<file path="src/rtl/cr_ifu_ibuf_pkg.sv">
// Shared constants for the IFU halfword instruction buffer.
package cr_ifu_ibuf_pkg;

  localparam int          ENTRY_NUM_DEF = 8;
  localparam int          PTR_W_DEF     = 3;
  localparam int          ENTRY_W       = 17;
  localparam logic [1:0]  OP32_LSB      = 2'b11;

  // RISC-V length decode: low two bits 11 mean a 32-bit encoding.
  function automatic logic is_op32(input logic [15:0] inst);
    return inst[1:0] == OP32_LSB;
  endfunction

endpackage

</file>
<file path="src/rtl/cr_ifu_ibuf_rd_ctrl_if.sv">
// Entry-side and decode-side signals of the ibuf read controller.
interface cr_ifu_ibuf_rd_ctrl_if
  import cr_ifu_ibuf_pkg::*;
#(
  parameter int ENTRY_NUM = ENTRY_NUM_DEF,
  parameter int PTR_W     = PTR_W_DEF
) ();

  logic [ENTRY_NUM-1:0]         entry_vld;
  logic [ENTRY_NUM*ENTRY_W-1:0] entry_inst;
  logic [ENTRY_NUM-1:0]         entry_acc_err;
  logic                         ibuf_flush;
  logic                         dec_ibuf_ready;
  logic [ENTRY_NUM-1:0]         entry_retire0_en;
  logic [ENTRY_NUM-1:0]         entry_retire1_en;
  logic                         ibuf_dec_inst_vld;
  logic [31:0]                  ibuf_dec_inst;
  logic                         ibuf_dec_inst_32;
  logic                         ibuf_dec_acc_err;
  logic [PTR_W-1:0]             ibuf_rd_ptr;

  modport master (
    input  entry_vld, entry_inst, entry_acc_err, ibuf_flush, dec_ibuf_ready,
    output entry_retire0_en, entry_retire1_en, ibuf_dec_inst_vld,
           ibuf_dec_inst, ibuf_dec_inst_32, ibuf_dec_acc_err, ibuf_rd_ptr
  );

  modport slave (
    output entry_vld, entry_inst, entry_acc_err, ibuf_flush, dec_ibuf_ready,
    input  entry_retire0_en, entry_retire1_en, ibuf_dec_inst_vld,
           ibuf_dec_inst, ibuf_dec_inst_32, ibuf_dec_acc_err, ibuf_rd_ptr
  );

endinterface

</file>
<file path="src/rtl/cr_ifu_ibuf_rd_sel.sv">
// Combinational head/next entry extraction from the flattened entry vectors.
module cr_ifu_ibuf_rd_sel
  import cr_ifu_ibuf_pkg::*;
#(
  parameter int ENTRY_NUM = ENTRY_NUM_DEF,
  parameter int PTR_W     = PTR_W_DEF
) (
  input  logic [ENTRY_NUM-1:0]         entry_vld,
  input  logic [ENTRY_NUM*ENTRY_W-1:0] entry_inst,
  input  logic [ENTRY_NUM-1:0]         entry_acc_err,
  input  logic [PTR_W-1:0]             rptr,
  output logic [PTR_W-1:0]             next_ptr,
  output logic                         head_vld,
  output logic [15:0]                  head_inst,
  output logic                         head_acc_err,
  output logic                         next_vld,
  output logic [15:0]                  next_inst,
  output logic                         next_acc_err
);

  logic [15:0]          inst_arr [ENTRY_NUM];
  logic [ENTRY_NUM-1:0] unused_bit16;

  genvar gi;
  generate
    for (gi = 0; gi < ENTRY_NUM; gi++) begin : g_unpack
      assign inst_arr[gi]     = entry_inst[gi*ENTRY_W +: 16];
      // Bit 16 of each entry carries no meaning for decode.
      assign unused_bit16[gi] = entry_inst[gi*ENTRY_W + 16];
    end
  endgenerate

  // Power-of-two depth: plain overflow gives the circular wrap.
  assign next_ptr     = rptr + PTR_W'(1);
  assign head_vld     = entry_vld[rptr];
  assign head_inst    = inst_arr[rptr];
  assign head_acc_err = entry_acc_err[rptr];
  assign next_vld     = entry_vld[next_ptr];
  assign next_inst    = inst_arr[next_ptr];
  assign next_acc_err = entry_acc_err[next_ptr];

endmodule

</file>
<file path="src/rtl/cr_ifu_ibuf_rd_ctrl.sv">
// IFU ibuf read controller: assembles 16/32-bit instructions and retires entries.
// Optional stall counter: define CR_IFU_IBUF_RD_HALF_STALL_CNT_EN.
module cr_ifu_ibuf_rd_ctrl
  import cr_ifu_ibuf_pkg::*;
#(
  parameter int ENTRY_NUM = ENTRY_NUM_DEF,
  parameter int PTR_W     = PTR_W_DEF
) (
  input  logic                  cpuclk,
  input  logic                  cpurst_b,
`ifdef CR_IFU_IBUF_RD_HALF_STALL_CNT_EN
  output logic [15:0]           ibuf_half_stall_cnt,
`endif
  cr_ifu_ibuf_rd_ctrl_if.master bus
);

  logic [PTR_W-1:0]     rptr_reg, rptr_next, next_ptr;
  logic                 inst_vld_reg;
  logic [31:0]          inst_reg, inst_next;
  logic                 inst32_reg;
  logic                 acc_err_reg, acc_err_next;
  logic                 head_vld, head_acc_err, next_vld, next_acc_err;
  logic [15:0]          head_inst, next_inst;
  logic                 slot_free, head_is32, load;
  logic [ENTRY_NUM-1:0] retire0_vec, retire1_vec;

  cr_ifu_ibuf_rd_sel #(.ENTRY_NUM(ENTRY_NUM), .PTR_W(PTR_W)) u_rd_sel (
    .entry_vld     (bus.entry_vld),
    .entry_inst    (bus.entry_inst),
    .entry_acc_err (bus.entry_acc_err),
    .rptr          (rptr_reg),
    .next_ptr      (next_ptr),
    .head_vld      (head_vld),
    .head_inst     (head_inst),
    .head_acc_err  (head_acc_err),
    .next_vld      (next_vld),
    .next_inst     (next_inst),
    .next_acc_err  (next_acc_err)
  );

  // A faulted head is never treated as the low half of a 32-bit instruction.
  always_comb begin
    slot_free    = !inst_vld_reg || bus.dec_ibuf_ready;
    head_is32    = is_op32(head_inst) && !head_acc_err;
    load         = cpurst_b && !bus.ibuf_flush && slot_free && head_vld &&
                   (!head_is32 || next_vld);
    rptr_next    = head_is32 ? rptr_reg + PTR_W'(2) : rptr_reg + PTR_W'(1);
    inst_next    = head_is32 ? {next_inst, head_inst} : {16'h0000, head_inst};
    acc_err_next = head_acc_err || (head_is32 && next_acc_err);
  end

  genvar gi;
  generate
    for (gi = 0; gi < ENTRY_NUM; gi++) begin : g_retire
      assign retire0_vec[gi] = load && (rptr_reg == PTR_W'(gi));
      assign retire1_vec[gi] = load && head_is32 && (next_ptr == PTR_W'(gi));
    end
  endgenerate

  always_ff @(posedge cpuclk or negedge cpurst_b) begin
    if (!cpurst_b) begin
      rptr_reg     <= '0;
      inst_vld_reg <= 1'b0;
      inst_reg     <= '0;
      inst32_reg   <= 1'b0;
      acc_err_reg  <= 1'b0;
    end else if (bus.ibuf_flush) begin
      rptr_reg     <= '0;
      inst_vld_reg <= 1'b0;
    end else if (load) begin
      rptr_reg     <= rptr_next;
      inst_vld_reg <= 1'b1;
      inst_reg     <= inst_next;
      inst32_reg   <= head_is32;
      acc_err_reg  <= acc_err_next;
    end else if (slot_free) begin
      inst_vld_reg <= 1'b0;
    end
  end

`ifdef CR_IFU_IBUF_RD_HALF_STALL_CNT_EN
  logic [15:0] half_stall_cnt_reg;

  // Counts cycles lost waiting for the upper half of a 32-bit instruction.
  always_ff @(posedge cpuclk or negedge cpurst_b) begin
    if (!cpurst_b) begin
      half_stall_cnt_reg <= '0;
    end else if (bus.ibuf_flush) begin
      half_stall_cnt_reg <= '0;
    end else if (slot_free && head_vld && head_is32 && !next_vld &&
                 half_stall_cnt_reg != 16'hFFFF) begin
      half_stall_cnt_reg <= half_stall_cnt_reg + 16'd1;
    end
  end

  assign ibuf_half_stall_cnt = half_stall_cnt_reg;
`endif

  assign bus.entry_retire0_en  = retire0_vec;
  assign bus.entry_retire1_en  = retire1_vec;
  assign bus.ibuf_dec_inst_vld = inst_vld_reg;
  assign bus.ibuf_dec_inst     = inst_reg;
  assign bus.ibuf_dec_inst_32  = inst32_reg;
  assign bus.ibuf_dec_acc_err  = acc_err_reg;
  assign bus.ibuf_rd_ptr       = rptr_reg;

endmodule

</file>
<file path="src/flat_wrapper.sv">
// flat-port wrapper written by rule: the top's interface ports become plain ports
module cr_ifu_ibuf_rd_ctrl_flat import cr_ifu_ibuf_pkg::*;
#(
  parameter int ENTRY_NUM = ENTRY_NUM_DEF,
  parameter int PTR_W     = PTR_W_DEF
)
  (cpuclk, cpurst_b, bus_entry_vld, bus_entry_inst, bus_entry_acc_err, bus_ibuf_flush, bus_dec_ibuf_ready, bus_entry_retire0_en, bus_entry_retire1_en, bus_ibuf_dec_inst_vld, bus_ibuf_dec_inst, bus_ibuf_dec_inst_32, bus_ibuf_dec_acc_err, bus_ibuf_rd_ptr);
  cr_ifu_ibuf_rd_ctrl_if #(.ENTRY_NUM(ENTRY_NUM), .PTR_W(PTR_W)) bus_i ();
  input  logic cpuclk;
  input  logic cpurst_b;
  input wire logic [$bits(bus_i.entry_vld)-1:0] bus_entry_vld;
  input wire logic [$bits(bus_i.entry_inst)-1:0] bus_entry_inst;
  input wire logic [$bits(bus_i.entry_acc_err)-1:0] bus_entry_acc_err;
  input wire logic [$bits(bus_i.ibuf_flush)-1:0] bus_ibuf_flush;
  input wire logic [$bits(bus_i.dec_ibuf_ready)-1:0] bus_dec_ibuf_ready;
  output wire logic [$bits(bus_i.entry_retire0_en)-1:0] bus_entry_retire0_en;
  output wire logic [$bits(bus_i.entry_retire1_en)-1:0] bus_entry_retire1_en;
  output wire logic [$bits(bus_i.ibuf_dec_inst_vld)-1:0] bus_ibuf_dec_inst_vld;
  output wire logic [$bits(bus_i.ibuf_dec_inst)-1:0] bus_ibuf_dec_inst;
  output wire logic [$bits(bus_i.ibuf_dec_inst_32)-1:0] bus_ibuf_dec_inst_32;
  output wire logic [$bits(bus_i.ibuf_dec_acc_err)-1:0] bus_ibuf_dec_acc_err;
  output wire logic [$bits(bus_i.ibuf_rd_ptr)-1:0] bus_ibuf_rd_ptr;
  assign bus_i.entry_vld = bus_entry_vld;
  assign bus_i.entry_inst = bus_entry_inst;
  assign bus_i.entry_acc_err = bus_entry_acc_err;
  assign bus_i.ibuf_flush = bus_ibuf_flush;
  assign bus_i.dec_ibuf_ready = bus_dec_ibuf_ready;
  assign bus_entry_retire0_en = bus_i.entry_retire0_en;
  assign bus_entry_retire1_en = bus_i.entry_retire1_en;
  assign bus_ibuf_dec_inst_vld = bus_i.ibuf_dec_inst_vld;
  assign bus_ibuf_dec_inst = bus_i.ibuf_dec_inst;
  assign bus_ibuf_dec_inst_32 = bus_i.ibuf_dec_inst_32;
  assign bus_ibuf_dec_acc_err = bus_i.ibuf_dec_acc_err;
  assign bus_ibuf_rd_ptr = bus_i.ibuf_rd_ptr;
  cr_ifu_ibuf_rd_ctrl #(.ENTRY_NUM(ENTRY_NUM), .PTR_W(PTR_W)) u_core (.cpuclk(cpuclk), .cpurst_b(cpurst_b), .bus(bus_i));
endmodule
</file>
<file path="config.mk">
export PLATFORM = sky130hd
export DESIGN_NAME = cr_ifu_ibuf_rd_ctrl_flat
export DESIGN_NICKNAME = d
export VERILOG_FILES = /design/src/rtl/cr_ifu_ibuf_pkg.sv /design/src/rtl/cr_ifu_ibuf_rd_ctrl_if.sv /design/src/rtl/cr_ifu_ibuf_rd_sel.sv /design/src/rtl/cr_ifu_ibuf_rd_ctrl.sv /design/src/flat_wrapper.sv
export SDC_FILE = /design/constraint.sdc
export NUM_CORES = 1
export LEC_CHECK = 0
export BUFFER_PORTS_ARGS = -buffer_cell sky130_fd_sc_hd__buf_2
export CAP_MARGIN = 30
export CORE_ASPECT_RATIO = 0.8
export CORE_MARGIN = 1
export CORE_UTILIZATION = 42
export CTS_BUF_LIST = sky130_fd_sc_hd__clkbuf_4 sky130_fd_sc_hd__clkbuf_8
export DETAILED_ROUTE_END_ITERATION = 12
export GPL_TIMING_DRIVEN = 0
export PLACE_DENSITY = 0.79
export SLEW_MARGIN = 40
export SYNTH_ARGS = -nofsm -noshare
export SYNTH_HDL_FRONTEND = slang
export SYNTH_SLANG_ARGS = --single-unit
</file>
<file path="constraint.sdc">
create_clock -name cpuclk -period 3.5 [get_ports cpuclk]
set_clock_uncertainty 0.2 [all_clocks]
set_input_delay 0.175 -clock cpuclk [delete_from_list [all_inputs] [get_ports cpuclk]]
set_output_delay 0.175 -clock cpuclk [all_outputs]
set_load 0.05 [all_outputs]
</file>
==> results of run 1 <==
==> registers in the layout, indices dropped and copies added (netlist names) <==
signal and count:
u_core.bus.ibuf_dec_inst 32, u_core.bus.ibuf_rd_ptr 3, u_core.bus.ibuf_dec_acc_err 1, u_core.bus.ibuf_dec_inst_32 1
u_core.bus.ibuf_dec_inst_vld 1
==> critical path, stage by stage (launching register included) <==
cell	delay, ns
dfrtp_2	0.46
clkinvlp_4	0.18
buf_4	0.24
ha_4	0.35
mux4_2	0.34
mux2i_4	0.22
and4_4	0.26
nor2_2	0.06
buf_2	0.18
and3_2	0.22
buf_2	0.21
==> what timing repair did <==
item                                   CTS  global route
hold buffers                             3             0
setup endpoints to repair               53            37
endpoints found under the hold margin   40             0
gates resized for setup                 23             5
setup buffers                            3             3
pin swaps                                1             0
==> report_power, final <==
group / internal (mW) / switching (mW)
clock network: 0.240 / 0.163
registers: 0.531 / 0.0551
logic: 0.452 / 0.714
==> cells by family (layout without fill, tap and decap cells) <==
| group | after synthesis | count (layout) | synth area share |
|---|---|---|---|
| mux | 110 | 110 | 0.514 |
| fa+ha+maj | 7 | 7 | 0.0225 |
| flops | 38 | 38 | 0.245 |
| simple gates | 35 | 35 | 0.0553 |
| compound gates | 57 | 57 | 0.115 |
| buf+inv | 34 | 250 | 0.0489 |
==> per-stage QoR <==
stage,setup TNS (ns),hold slack (ns)
final,0,0.150
after global routing,-0.0291,0.172
after CTS,0,0.183
after detailed placement,-30.54,-0.0183
after global placement,-25.09,0.129
after floorplan,0,-0.321
==> how the worst min path moves through the flow <==
stage	start	end	slack (ns)	cells past startpoint
detailed placement	cpurst_b	u_core.bus.ibuf_dec_inst[31]	-0.02	1
global placement	cpurst_b	u_core.bus.ibuf_dec_inst[31]	0.13	1
global route	cpurst_b	u_core.bus.ibuf_dec_inst[31]	0.17	2
floorplan	cpurst_b	u_core.bus.ibuf_dec_acc_err	-0.32	0
finish	cpurst_b	u_core.bus.ibuf_dec_inst[31]	0.15	2
CTS	bus_entry_inst[65]	u_core.bus.ibuf_dec_inst[30]	0.18	4
==> per-layer routing <==
metal | up-vias | share of wire | track usage
met5 | - | 0 | 0
met4 | 0 | 0.018 | 0.0958
met3 | 27 | 0.065 | 0.0565
met2 | 194 | 0.51 | 0.496
met1 | 1888 | 0.41 | 0.358
li1 | 1623 | - | -
==> Yosys cell counts <==
cell type  count  share of area
clkinv_1       1        0.00096
nor2_2         1         0.0016
inv_2          1        0.00096
and4_1         2         0.0045
buf_12         1         0.0051
a2111oi_0      2         0.0045
o21ai_0       30          0.039
nand3_1        2         0.0026
o2bb2ai_2      9          0.035
or4_1          1         0.0019
mux2i_1       33          0.085
o2bb2ai_4      1         0.0071
mux2_2         5          0.014
mux4_2        71           0.41
buf_2         10          0.013
buf_1          6         0.0058
a21o_1         1         0.0019
nand2b_1       1         0.0016
a21oi_1        3         0.0039
a211o_1        1         0.0023
nand4_1        1         0.0016
clkbuf_1       8         0.0077
buf_4          1         0.0019
dfrtp_1       38           0.24
o2bb2ai_1      7          0.016
a31o_2         1         0.0023
mux2i_2        1         0.0035
nor2_1         3         0.0029
ha_1           7          0.023
nor4_1         1         0.0016
buf_6          4          0.012
or3_1          1         0.0016
nand2_1        1        0.00096
inv_1          2         0.0019
a31oi_1        1         0.0016
a211oi_1       1         0.0019
and3_1        17          0.027
and2b_1        2         0.0039
nor3_1         1         0.0013
nand3b_1       1         0.0019
==> cell type report <==
| class | instances | area (sq um) |
|---|---|---|
| tap | 115 | 144 |
| sequential | 38 | 953 |
| buffer | 28 | 233 |
| clock buffer | 7 | 90.1 |
| clock inverter | 1 | 30.0 |
| multi-input combinational | 209 | 2800 |
| timing repair buffer | 210 | 1090 |
| fill | 769 | 3680 |
| inverter | 4 | 18.8 |
==> cells in the final DEF, fill, tap and decap left out, types with 4 or more instances in the layout <==
cell and instances:
buf_2 208, mux4_2 71, dfrtp_1 36, mux2i_1 32, o21ai_0 30, buf_4 9, and3_2 9, o2bb2ai_2 9
and3_1 8, o2bb2ai_1 7, ha_1 6, clkbuf_8 6, mux2_2 5, clkbuf_2 5, buf_12 4
==> metrics.md, run 1 <==
| Metric | Value |
|---|---|
| FMAX | 295 MHz |
| GRT overflow | 0 |
| Fin cells | 612 |
| Initial Utilization | 0.430 |
| RePlAce Congestion | 0.839 |
| Largest net degree at the start of global routing | 40 |
| Initial antenna violation count | 0 |
| Hold Vio Cnt, Final | 0 |
| First-pass GRT wire length | 20.1 mm |
| Max cap viols | 0 |
| Ys Warns | 0 |
| Post-synthesis cell count | 281 |
| Post-Route WL | 13.4 mm |
| Relative slew slack | 0.521 |
| CTS max path bufs | 2 |
| CP Launch Type | register |
| Routed len/inst | 21.9 um |
| I/O pins | 210 |
| Drc violations | 0 |
| CTS clk-pin slew, worst paths | 0.08 ns |
| Yosys cell types | 40 |
| Antenna viol nets, final | 0 |
| CP arrival | 3.02 ns |
| Final #Nets | 659 |
| Area Overhead vs Synth | 37.8% |
| Clock Root Buffer | clkbuf_8 |
| Critical path type | reg -> out |
| Reg-to-reg critical path endpoint | u_core.bus.ibuf_dec_inst[21] |
| Die width | 110 um |
| Worst reg-to-reg path cell count | 11 |
| Vias/cell | 6.10 |
| H-tree depth | 2 |
| Post-synthesis sequential area ratio | 0.245 |
| Mapped cell area | 3890 sq um |
| # setup viols final | 0 |
| PnR worst setup slack | 0.109 ns |
| Share of layout cells above drive strength 1 | 0.696 |
| # clock sinks | 38 |
| Post-Place Setup Slack | -0.755 ns |
| DR pass1 iterations | 4 |
| Crit path time final | 3.39 ns |
| DP Area | 5070 sq um |
| Die height | 88.1 um |
| Iteration-0 DRC count of the detailed router | 225 |
| Syn nets | 444 |
| Worst-path fanout max | 10 |
| Hold crit path type | in -> async |
| Clock latency on the worst-skew pair | 0.29 ns |
| Tot Pwr | 2.16 mW |
| Slew Viols, Final | 0 |
| Number of CTS-inserted buffers | 5 |
| Least-Margin Pin Slew | 0.701 ns |
| R2r setup slk | 0.17 ns |
| FF-to-FF Start | u_core.bus.ibuf_rd_ptr[1] |
| Tot GR Track Use | 0.285 |
| Post-layout util | 0.593 |
| CTS tree | done |
| Worst-case vdd ir drop | 194 uV |
| Die area | 9650 sq um |
| Final Cell Area | 5360 sq um |
| Status | complete, no violations |
| Via count | 3,732 |
| Dpl cells | 597 |
| CP endpoint kind | output port |
| Tcrit/Tclk final | 0.969 |
| CP Launch Point | u_core.bus.ibuf_rd_ptr[2] |
| Antenna diode count | 0 |
| Dpl hpwl | 10.3 mm |
| Vias in the first global route | 3,933 |
| Avg Cell Area, Syn | 13.8 sq um |
| Standard-cell rows | 31 |
| Core area | 9040 sq um |
| Power Density | 402 nW/um^2 |
| #FFs+latches synth | 38 |
| CP Capture Point | bus_entry_retire0_en[4] |
| Buffers on Ports | 201 |
| Static leakage | 2.49 nW |
| CP required | 3.12 ns |
No activity file was read; power rests on OpenSTA's default activity.
==> run 2: changes to the inputs <==
- CORE_UTILIZATION: 42 -> 44
- PLACE_DENSITY: 0.79 -> 0.8
- SYNTH_HIERARCHICAL: not set -> 1
==> metrics.md, run 2 <==
| Metric | Value |
|---|---|
| Post-Place Setup Slack | -0.0947 ns |
| Mapped cell area | 4240 sq um |
| CP top delay family | simple AND/OR/NAND/NOR gates |
| Status | finished, violations left |
| Clock Root Buffer | clkbuf_8 |
| Worst reg-to-reg path cell count | 11 |
| CP Cell Sequence | ha_4, xnor2_4, buf_4, buf_4, nand3_1, and4_4, nand4b_1, or4_4, buf_8, nor4_4, buf_6 |
| Final Cell Area | 5830 sq um |
| Die area | 10,000 sq um |
| Post-synthesis cell count | 422 |
| Largest net degree at the start of global routing | 40 |
| Top-area cell type share of the netlist area | 0.224 |
| Hold crit path type | in -> reg |
| Standard-cell rows | 31 |
| Power Density | 502 nW/um^2 |
| Critical path type | reg -> out |
| Routed len/inst | 21.6 um |
| Buffers on Ports | 201 |
| Critical Path Stages | 11 |
| Antenna viol nets, final | 0 |
| FMAX | 292 MHz |
| Antenna diode count | 0 |
| Max incr delay on CP | 0.53 ns |
| Vias/cell | 6.20 |
| Initial antenna violation count | 0 |
| Relative slew slack | 0.527 |
| Top_reg_cell synth | dfrtp_1 |
| Worst-case vdd ir drop | 269 uV |
| Core area | 9190 sq um |
| Post-synthesis sequential area ratio | 0.224 |
| Tot GR Track Use | 0.326 |
| Vias in the first global route | 4,598 |
| Synth async-reset ratio | 1.00 |
| Avg Cell Area, Syn | 10.1 sq um |
| Drc violations | 9 |
| FF-to-FF Start | u_core/bus.ibuf_rd_ptr[1] |
| Slowest-stage cell, CP | dfrtp_4 |
| Slew Viols, Final | 0 |
| Post-synth EDFFs | 0 |
| Post-Route WL | 16.2 mm |
| Top-count cell post-synth | mux2i_1 |
| Clock latency on the worst-skew pair | 0.29 ns |
| CTS clk-pin slew, worst paths | 0.08 ns |
| Iteration-0 DRC count of the detailed router | 393 |
| First-pass GRT wire length | 25.2 mm |
| Switching power | 1.41 mW |
| Crit path time final | 3.42 ns |
| Tcrit/Tclk final | 0.978 |
| Clock share of power | 0.160 |
| Via count | 4,658 |
| Syn nets | 585 |
| Die width | 112 um |
| CP endpoint kind | output port |
| CP Launch Type | register |
| Fin cells | 751 |
| Number of CTS-inserted buffers | 5 |
| CP Launch Point | u_core/bus.ibuf_rd_ptr[1] |
| Most common cell after layout, fill and taps aside | buf_2 |
| Yosys cell types | 40 |
| Dpl cells | 738 |
| Area Overhead vs Synth | 37.4% |
| Share of layout cells above drive strength 1 | 0.505 |
| # setup viols final | 0 |
| Hold path cells | 4 |
| Commonest cells in the netlist | 73 x mux2i_1, 72 x nand3_1, 57 x nand2_1, 38 x dfrtp_1, 36 x mux4_2 |
| Final #Nets | 798 |
| Hold Vio Cnt, Final | 0 |
| Worst-path fanout max | 10 |
| DP Area | 5550 sq um |
| Yosys top cell by area | dfrtp_1 |
| Synth top area cells | dfrtp_1 22%, mux4_2 19%, mux2i_1 17% |
| Sequential Power Share | 0.222 |
| Int Power | 1.52 mW |
| CP arrival | 3.05 ns |
| # clock sinks | 38 |
| Ys Warns | 6 |
| CTS max path bufs | 2 |
| R2r setup slk | 0.19 ns |
| Failing checks | DRC |
| Sw Ratio | 0.482 |
| Die height | 89.8 um |
| DR pass1 iterations | 9 |
| Combinational share of power | 0.617 |
| Max cap viols | 0 |
| PnR worst setup slack | 0.0771 ns |
| #FFs+latches synth | 38 |
| CP Capture Point | bus_entry_retire1_en[0] |
| Most frequent cells in the layout | 195 x buf_2, 73 x mux2i_1, 72 x nand3_1 |
| Most frequent CP cell | buf_4 |
| Reg-to-reg critical path endpoint | u_core/bus.ibuf_dec_inst[4] |
| H-tree depth | 2 |
| Initial Utilization | 0.462 |
| Least-Margin Pin Slew | 0.704 ns |
| Max reg flops | 32 |
| RePlAce Congestion | 0.873 |
| I/O pins | 210 |
| Static leakage | 2.66 nW |
| CTS tree | done |
| GRT overflow | 0 |
| CP required | 3.12 ns |
| Dpl hpwl | 12.5 mm |
| WP buf/inv | 4 |
[run 2: power groups by stage]
stage	Combinational [mW]	Sequential [mW]	Clock (mW)
floorplan	0.796	1.11	0
global placement	1.71	0.653	0
detailed placement	1.74	0.656	0
CTS	1.77	0.650	0.471
global route	1.89	0.668	0.488
finish	1.81	0.651	0.468
[run 2: cell families after synthesis]
| kind of cell | count (synthesis) | synth area share |
|---|---|---|
| xor gates and xnor gates | 1 | 0.00649 |
| buffers and inverters | 48 | 0.0681 |
| and+or+nand+nor | 178 | 0.224 |
| muxes | 125 | 0.406 |
| AOI/OAI and AO/OA | 25 | 0.0510 |
| DFF | 38 | 0.224 |
| adders and majority gates | 7 | 0.0206 |
[run 2: final cells by class]
class | count | area [sq um]
fillers | 770 | 3360
clock inverters | 3 | 68.8
well taps | 115 | 144
multi-input cells | 336 | 3130
clock buffers | 5 | 68.8
repair buffers | 208 | 1110
flip-flops and latches | 38 | 957
inverters | 7 | 28.8
plain buffers | 39 | 327
[run 2: what timing repair did]
item | in CTS | in global routing
buffers inserted | 4 | 2
endpoints found under the hold margin | 38 | 0
setup endpoints to repair | 26 | 28
hold buffers | 1 | 0
pin swaps | 4 | 1
gates resized for setup | 26 | 15
[run 2: worst register-to-register path, cell delays in order (launching register included)]
cell	delay, ns
dfrtp_4	0.53
ha_4	0.20
xnor2_4	0.13
buf_4	0.18
buf_4	0.19
nand3_1	0.10
and4_4	0.25
and4bb_1	0.27
nor4_4	0.29
buf_4	0.18
buf_2	0.30
mux2_2	0.38
[run 2: how the worst min path moves through the flow]
stage	start	end	slack (ns)
after floorplan	cpurst_b	u_core/bus.ibuf_dec_acc_err	-0.32
after global placement	cpurst_b	u_core/bus.ibuf_dec_inst[4]	0.16
after detailed placement	cpurst_b	u_core/bus.ibuf_dec_inst[4]	-0.0002
after CTS	bus_dec_ibuf_ready	u_core/bus.ibuf_dec_inst_vld	0.17
after global routing	bus_dec_ibuf_ready	u_core/bus.ibuf_dec_inst_vld	0.19
final	bus_dec_ibuf_ready	u_core/bus.ibuf_dec_inst_vld	0.18
[run 2: per-stage QoR]
stage | hold slack [ns] | util | power [mW] | TNS, ns
after floorplan | -0.321 | - | 1.91 | 0
final | 0.177 | 0.634 | 2.93 | 0
after CTS | 0.171 | 0.630 | 2.90 | 0
after global routing | 0.191 | 0.634 | 3.05 | -0.000486
after global placement | 0.158 | 0.603 | 2.37 | -0.438
after detailed placement | -0.000172 | 0.603 | 2.40 | -1.33
[run 2: per-layer routing]
metal | GRT usage | wire length [um] | vias to the layer above
li1 | - | - | 2059
met1 | 0.449 | 6490 | 2250
met2 | 0.521 | 7560 | 303
met3 | 0.0506 | 1700 | 46
met4 | 0.111 | 464 | 0
met5 | 0 | 0 | -
